**src/rtl/uart_8n1_core.sv**
```systemverilog
// uart_8n1_core: 8N1 UART transmitter plus 16x-oversampled receiver.
// Optional internal loopback (tx -> receiver) when UART_LOOPBACK_EN is defined.
module uart_8n1_core #(
    parameter int CLK_HZ = 50000000,
    parameter int BAUD   = 115200
) (
    input  logic       clk_50m,
    input  logic       rst_n,
    input  logic       wr_en,
    input  logic [7:0] din,
    output logic       tx,
    output logic       tx_busy,
    input  logic       rx,
`ifdef UART_LOOPBACK_EN
    input  logic       loopback,
`endif
    output logic       rdy,
    input  logic       rdy_clr,
    output logic [7:0] dout
);
    localparam int TX_DIV = CLK_HZ / BAUD;
    localparam int RX_DIV = CLK_HZ / (16 * BAUD);
    localparam int TXW = (TX_DIV > 1) ? $clog2(TX_DIV) : 1;
    localparam int RXW = (RX_DIV > 1) ? $clog2(RX_DIV) : 1;
    localparam logic [TXW-1:0] TX_LAST = TXW'(TX_DIV - 1);
    localparam logic [RXW-1:0] RX_LAST = RXW'(RX_DIV - 1);

    typedef enum logic [1:0] {
        T_IDLE, T_START, T_DATA, T_STOP
    } tx_state_t;

    typedef enum logic [1:0] {
        R_IDLE, R_START, R_DATA, R_STOP
    } rx_state_t;

    tx_state_t      tx_state, tx_state_n;
    logic [TXW-1:0] tx_cnt, tx_cnt_n;
    logic [2:0]     tx_bit, tx_bit_n;
    logic [7:0]     tx_sh, tx_sh_n;
    logic           tx_q, tx_q_n;
    logic           tx_busy_n;
    logic           tx_end;

    rx_state_t      rx_state, rx_state_n;
    logic [RXW-1:0] rx_div;
    logic           rx_tick;
    logic           rx_s1, rx_s2;
    logic           rx_src;
    logic [3:0]     rx_tcnt, rx_tcnt_n;
    logic [2:0]     rx_bit, rx_bit_n;
    logic [7:0]     rx_sh, rx_sh_n;
    logic           rx_armed, rx_armed_n;
    logic           rx_done;
    logic [7:0]     dout_n;
    logic           rdy_n;

`ifdef UART_LOOPBACK_EN
    assign tx     = loopback ? 1'b1 : tx_q;
    assign rx_src = loopback ? tx_q : rx;
`else
    assign tx     = tx_q;
    assign rx_src = rx;
`endif

    assign tx_end = (tx_cnt == TX_LAST);

    always_ff @(posedge clk_50m or negedge rst_n) begin
        if (!rst_n) begin
            tx_state <= T_IDLE;
            tx_cnt   <= '0;
            tx_bit   <= '0;
            tx_sh    <= '0;
            tx_q     <= 1'b1;
            tx_busy  <= 1'b0;
        end else begin
            tx_state <= tx_state_n;
            tx_cnt   <= tx_cnt_n;
            tx_bit   <= tx_bit_n;
            tx_sh    <= tx_sh_n;
            tx_q     <= tx_q_n;
            tx_busy  <= tx_busy_n;
        end
    end

    always_comb begin
        tx_state_n = tx_state;
        tx_cnt_n   = tx_cnt;
        tx_bit_n   = tx_bit;
        tx_sh_n    = tx_sh;
        tx_q_n     = tx_q;
        tx_busy_n  = tx_busy;
        if (tx_state != T_IDLE) begin
            tx_cnt_n = tx_end ? '0 : tx_cnt + TXW'(1);
        end
        unique case (tx_state)
            T_IDLE: begin
                if (wr_en) begin
                    tx_state_n = T_START;
                    tx_sh_n    = din;
                    tx_cnt_n   = '0;
                    tx_q_n     = 1'b0;
                    tx_busy_n  = 1'b1;
                end
            end
            T_START: begin
                if (tx_end) begin
                    tx_state_n = T_DATA;
                    tx_bit_n   = '0;
                    tx_q_n     = tx_sh[0];
                end
            end
            T_DATA: begin
                if (tx_end) begin
                    if (tx_bit == 3'd7) begin
                        tx_state_n = T_STOP;
                        tx_q_n     = 1'b1;
                    end else begin
                        tx_bit_n = tx_bit + 3'd1;
                        tx_sh_n  = {1'b0, tx_sh[7:1]};
                        tx_q_n   = tx_sh[1];
                    end
                end
            end
            T_STOP: begin
                if (tx_end) begin
                    tx_state_n = T_IDLE;
                    tx_busy_n  = 1'b0;
                    tx_q_n     = 1'b1;
                end
            end
        endcase
    end

    // Synchronizer idles high so reset never looks like a start bit.
    always_ff @(posedge clk_50m or negedge rst_n) begin
        if (!rst_n) begin
            rx_s1 <= 1'b1;
            rx_s2 <= 1'b1;
        end else begin
            rx_s1 <= rx_src;
            rx_s2 <= rx_s1;
        end
    end

    assign rx_tick = (rx_div == RX_LAST);

    always_ff @(posedge clk_50m or negedge rst_n) begin
        if (!rst_n) begin
            rx_div <= '0;
        end else begin
            rx_div <= rx_tick ? '0 : rx_div + RXW'(1);
        end
    end

    always_ff @(posedge clk_50m or negedge rst_n) begin
        if (!rst_n) begin
            rx_state <= R_IDLE;
            rx_tcnt  <= '0;
            rx_bit   <= '0;
            rx_sh    <= '0;
            rx_armed <= 1'b0;
            dout     <= '0;
            rdy      <= 1'b0;
        end else begin
            rx_state <= rx_state_n;
            rx_tcnt  <= rx_tcnt_n;
            rx_bit   <= rx_bit_n;
            rx_sh    <= rx_sh_n;
            rx_armed <= rx_armed_n;
            dout     <= dout_n;
            rdy      <= rdy_n;
        end
    end

    always_comb begin
        rx_state_n = rx_state;
        rx_tcnt_n  = rx_tcnt;
        rx_bit_n   = rx_bit;
        rx_sh_n    = rx_sh;
        rx_armed_n = rx_armed;
        dout_n     = dout;
        rx_done    = 1'b0;
        if (rx_tick) begin
            unique case (rx_state)
                R_IDLE: begin
                    // A start bit only counts once the line has been seen high.
                    if (rx_armed && !rx_s2) begin
                        rx_state_n = R_START;
                        rx_tcnt_n  = '0;
                        rx_armed_n = 1'b0;
                    end else if (rx_s2) begin
                        rx_armed_n = 1'b1;
                    end
                end
                R_START: begin
                    if (rx_tcnt == 4'd7) begin
                        rx_tcnt_n  = '0;
                        rx_bit_n   = '0;
                        rx_state_n = rx_s2 ? R_IDLE : R_DATA;
                    end else begin
                        rx_tcnt_n = rx_tcnt + 4'd1;
                    end
                end
                R_DATA: begin
                    if (rx_tcnt == 4'd15) begin
                        rx_tcnt_n = '0;
                        rx_sh_n   = {rx_s2, rx_sh[7:1]};
                        if (rx_bit == 3'd7) begin
                            rx_state_n = R_STOP;
                        end else begin
                            rx_bit_n = rx_bit + 3'd1;
                        end
                    end else begin
                        rx_tcnt_n = rx_tcnt + 4'd1;
                    end
                end
                R_STOP: begin
                    if (rx_tcnt == 4'd15) begin
                        rx_tcnt_n  = '0;
                        rx_state_n = R_IDLE;
                        if (rx_s2) begin
                            dout_n  = rx_sh;
                            rx_done = 1'b1;
                        end
                    end else begin
                        rx_tcnt_n = rx_tcnt + 4'd1;
                    end
                end
            endcase
        end
        rdy_n = rdy;
        if (rdy_clr) begin
            rdy_n = 1'b0;
        end
        if (rx_done) begin
            rdy_n = 1'b1;
        end
    end

endmodule

```
**config.mk**
```make
export PLATFORM = sky130hd
export DESIGN_NAME = uart_8n1_core
export DESIGN_NICKNAME = d
export VERILOG_FILES = /design/src/rtl/uart_8n1_core.sv
export SDC_FILE = /design/constraint.sdc
export NUM_CORES = 1
export LEC_CHECK = 0
export ABC_CLOCK_PERIOD_IN_PS = 3800
export BUFFER_PORTS_ARGS = -buffer_cell sky130_fd_sc_hd__buf_2
export CAP_MARGIN = 10
export CORE_ASPECT_RATIO = 1.75
export CORE_MARGIN = 4
export CORE_UTILIZATION = 63
export CTS_BUF_LIST = sky130_fd_sc_hd__clkbuf_8
export DETAILED_ROUTE_END_ITERATION = 8
export GPL_ROUTABILITY_DRIVEN = 0
export HOLD_SLACK_MARGIN = 0.12
export PLACE_DENSITY = 0.88
export SYNTH_ARGS = -nofsm -noshare
export SYNTH_HDL_FRONTEND = slang
export SYNTH_SLANG_ARGS = --single-unit
```
**constraint.sdc**
```tcl
create_clock -name clk_50m -period 3.8 [get_ports clk_50m]
set_input_delay 1.14 -clock clk_50m [delete_from_list [all_inputs] [get_ports clk_50m]]
set_output_delay 1.14 -clock clk_50m [all_outputs]
set_load 0.1 [all_outputs]
```
==> Implementation_results.wiki <==
{| class="wikitable"
! Metric !! Value
|-
| Antenna violations before repair || 0
|-
| Area after DPL || approximately 3000 um2
|-
| Proportion of layout cells with a drive suffix above 1 || about a quarter
|-
| Slowest library cell on the worst path || dfstp_2
|-
| Wire length of the first global-routing pass || around 9.6 mm
|-
| Outcome || completed
|-
| Busiest layer in global routing || met2
|-
| TritonCTS clock tree || yes
|-
| Number of buffers inserted by port buffering || 23
|-
| Initial standard-cell utilization of the core || around 66%
|-
| Source of the worst hold timing path || rx_s1
|-
| Leak Pwr || around 0.0016 uW
|-
| CP endpoint kind || output port
|-
| Worst Path Arrival || about 1.3 ns
|-
| Number of buffers created by CTS || 9
|-
| Number of max-slew violations in the final report || 0
|-
| Antenna diode instance count || 0
|-
| Vias per Instance || approximately 6.2
|-
| Grt total ovfl || 0
|-
| Register area share after synthesis || 50.37%
|-
| ANT nets after route || 0
|-
| Worst stage delay on the critical path || around 0.53 ns
|-
| Synth-to-Final Area Change || 11.39%
|-
| Maximum number of pins on one net before global-route repair || 47
|-
| FF+latch count, synth || 58
|-
| Total of hold buffers inserted after clock tree synthesis || 0
|-
| Primary flip-flop cell chosen by synthesis mapping || dfrtp_1
|-
| Sink count of the clock tree || 58
|-
| Number of synthesized flops with an enable pin || 0
|-
| Setup Skew || 0.01135 ns
|-
| Gate count after technology mapping || ~250
|-
| Crit start category || flip-flop
|-
| Routed Wire Length || about 5.6 mm
|-
| Setup TNS Final || 0 ns
|-
| Cell class contributing the biggest share of worst-path delay || flip-flops
|-
| Non-filler instance count after layout || ~330
|-
| Clock transition at path regs || approximately 0.06 ns
|-
| Hold Path Depth || 0
|-
| Critical path cell sequence || buf_2
|-
| Worst Reg-to-Reg Cells || 6
|-
| Share of the cycle needed by the critical path after routing || 63.64%
|-
| Startpoint of the lowest-slack register-to-register path || tx_state[0]
|-
| Detailed Route Iter0 Violations || 95
|-
| H-tree depth reported by CTS || 3
|-
| Filler instances || ~320
|-
| Standard-cell rows || 32
|-
| Standard cell core area || between 4000 and 5000 um2
|-
| Area share of the largest cell type after synthesis || between 40% and 50%
|-
| Most frequent cells after synthesis || dfrtp_1, nand2_1, ha_1, inv_1, o21ai_0
|-
| Path category of the worst min-delay check || reg2reg
|-
| Number of different library cells in the post-synthesis netlist || 45
|-
| Max-cap check violation count || 0
|-
| Num ports || 24
|-
| Cell with the most instances after synthesis || dfrtp_1
|-
| Number of cells in the design after placement || 317
|-
| Max_slew headroom || a little over a third
|-
| Longest Clk Path Bufs || 2
|-
| Worst flop-to-flop path endpoint || tx_sh[2]
|-
| Total GRT Usage || around 22%
|-
| Drt wl/cell || approximately 17 um
|-
| Post-route DRC || 0
|-
| Slew of the pin with the lowest slew margin || between 0.9 and 1 ns
|-
| Critical path buffers and inverters || 1
|-
| Tmin final || ~2.4 ns
|-
| Data required time of the critical path || 2.66 ns
|-
| Post-Route Utilization || ~73%
|-
| Power density over the cells || 376.2 nW/um2
|-
| Area of all placed cells without fillers || about 3200 um2
|-
| Count of TritonRoute iterations in the first routing pass || 4
|-
| Die area || approximately 5800 um2
|-
| Net count after synthesis || roughly 280
|-
| Number of setup buffers added after CTS || 0
|-
| Critical path class || reg2out
|-
| NumNets Final || a little over 300
|-
| Critical path fanouts, max || 2
|-
| Worst reg-to-reg setup slack || between 1.5 and 2 ns
|-
| Library cell used as clock root buffer || clkbuf_8
|-
| Largest area contributor in the synthesized netlist || dfrtp_1
|-
| Netlist Area Pre-Place || roughly 2900 um2
|-
| DIE WIDTH || 59.19 um
|-
| Vertical die dimension || 97.59 um
|-
| Met2 Resource Use GR || 36.98%
|-
| Final Hold Violating Endpoints || 0
|-
| Share of synthesized registers carrying an async set or reset || between 90% and 100%
|-
| Vias in the first global route || roughly 2100
|-
| # resized after CTS || 0
|-
| Maximum vdd drop || roughly 350 uV
|-
| Final setup fails || 0
|-
| Clock insertion delay at the later pin of the skew report || between 0.3 and 0.4 ns
|-
| Overall via count from detail_route || 2080
|-
| Terminating pin of the worst hold path || rx_s2
|-
| DP Wirelength || 3.906 mm
|-
| GR Util met1 || about a quarter
|-
| Unrepaired setup endpoints after global routing || false
|-
| Total power after layout || 1211 uW
|-
| Number of warnings reported in the yosys synthesis log || 0
|-
| Global routing usage on met3 || under 10%
|-
| Per-instance average area after synthesis || between 10 and 15 um2
|-
| Highest achievable clock rate || about 0.41 GHz
|-
| Largest cells by area after synthesis || dfrtp_1, ha_1, mux2_2
|}
## worst register-to-register path, cell delays in order, from the launching register on
cell and delay (ns):
dfrtp_1 0.41, inv_1 0.09, ha_1 0.45, nand2b_1 0.31, and4_1 0.37, a31o_2 0.30
o221a_2 0.26
## area by class of cell
cell class	instances	area [um2]	area share, %
clock buffers	11	151.4	4.704
clock inverters	5	47.55	1.477
inverters	13	48.80	1.516
multi-input cells	171	1329	41.29
flip-flops and latches	58	1455	45.22
well taps	51	63.81	1.983
repair buffers	24	122.6	3.810
## cell families after synthesis
logic type | after synthesis | synth area share, %
AO/OA/AOI/OAI | 61 | 15.51
XOR/XNOR | 3 | 0.9097
adder cells (fa/ha/maj) | 13 | 5.630
buffers and inverters | 22 | 3.638
flip-flops | 58 | 50.37
multiplexers | 22 | 9.485
AND/OR/NAND/NOR | 72 | 14.46
## placed cells by master (no fill, tap or decap), types with 2 or more instances in the layout
cell type / netlist / layout
a21o_1: 3 / 3
a21oi_1: 8 / 8
a22o_1: 6 / 6
a31o_2: 2 / 2
a31oi_1: 7 / 7
and3_1: 4 / 4
and3_4: 2 / 2
and4_1: 2 / 2
and4b_1: 2 / 2
buf_2: 0 / 23
clkbuf_8: 0 / 11
clkinv_2: 0 / 2
dfrtp_1: 55 / 55
dfstp_2: 3 / 3
ha_1: 13 / 13
inv_1: 13 / 15
mux2_2: 11 / 11
mux2_4: 8 / 8
mux2i_1: 3 / 3
nand2_1: 18 / 18
nand2b_1: 12 / 12
nand3_1: 7 / 7
nor2_1: 8 / 8
nor2b_1: 8 / 8
nor3_1: 5 / 5
o21a_1: 2 / 2
o21ai_0: 13 / 13
o221a_2: 7 / 7
o22a_1: 2 / 2
xnor2_1: 2 / 2
## per-layer routing
layer,wire length [um],up-vias
li1,-,963
met1,2083,1035
met2,3118,65
met3,269,17
met4,166,0
met5,0,-
## per-stage QoR
stage / setup slack [ns] / hold slack (ns)
2_1_floorplan: 1.476 / 0.3452
3_3_place_gp: 1.218 / 0.3547
4_1_cts: 1.361 / 0.3628
3_5_place_dp: 1.179 / 0.3539
6_report: 1.382 / 0.3631
5_1_grt: 1.356 / 0.3668
## state kept, by name (all words and copies together) (netlist names), named ones only
name / count
tx_bit: 3
rx_armed: 1
tx_state: 2
rx_tcnt: 4
tx_sh: 8
rx_s2: 1
dout: 8
rx_bit: 3
rx_sh: 8
rx_s1: 1
tx: 1
rx_state: 1
tx_cnt: 9
tx_busy: 1
rdy: 1
rx_div: 5
## how the worst max path moves through the flow
| stage | to | slack, ns | startpoint | cells after the start |
|---|---|---|---|---|
| detailed placement | tx_sh[2] | 1.18 | wr_en | 5 |
| global placement | tx_sh[0] | 1.22 | wr_en | 5 |
| finish | tx | 1.38 | tx | 1 |
| CTS | tx | 1.36 | tx | 1 |
| global route | tx | 1.36 | tx | 1 |
| floorplan | tx_sh[0] | 1.48 | wr_en | 5 |
## power by group
group          leakage [uW]  internal [uW]  switching, uW
sequential         0.000768            620          0.938
clock              0.000112            331            236
combinational      0.000694           6.59           15.8
total               0.00157            958            252
No activity file was read; power rests on OpenSTA's default activity.
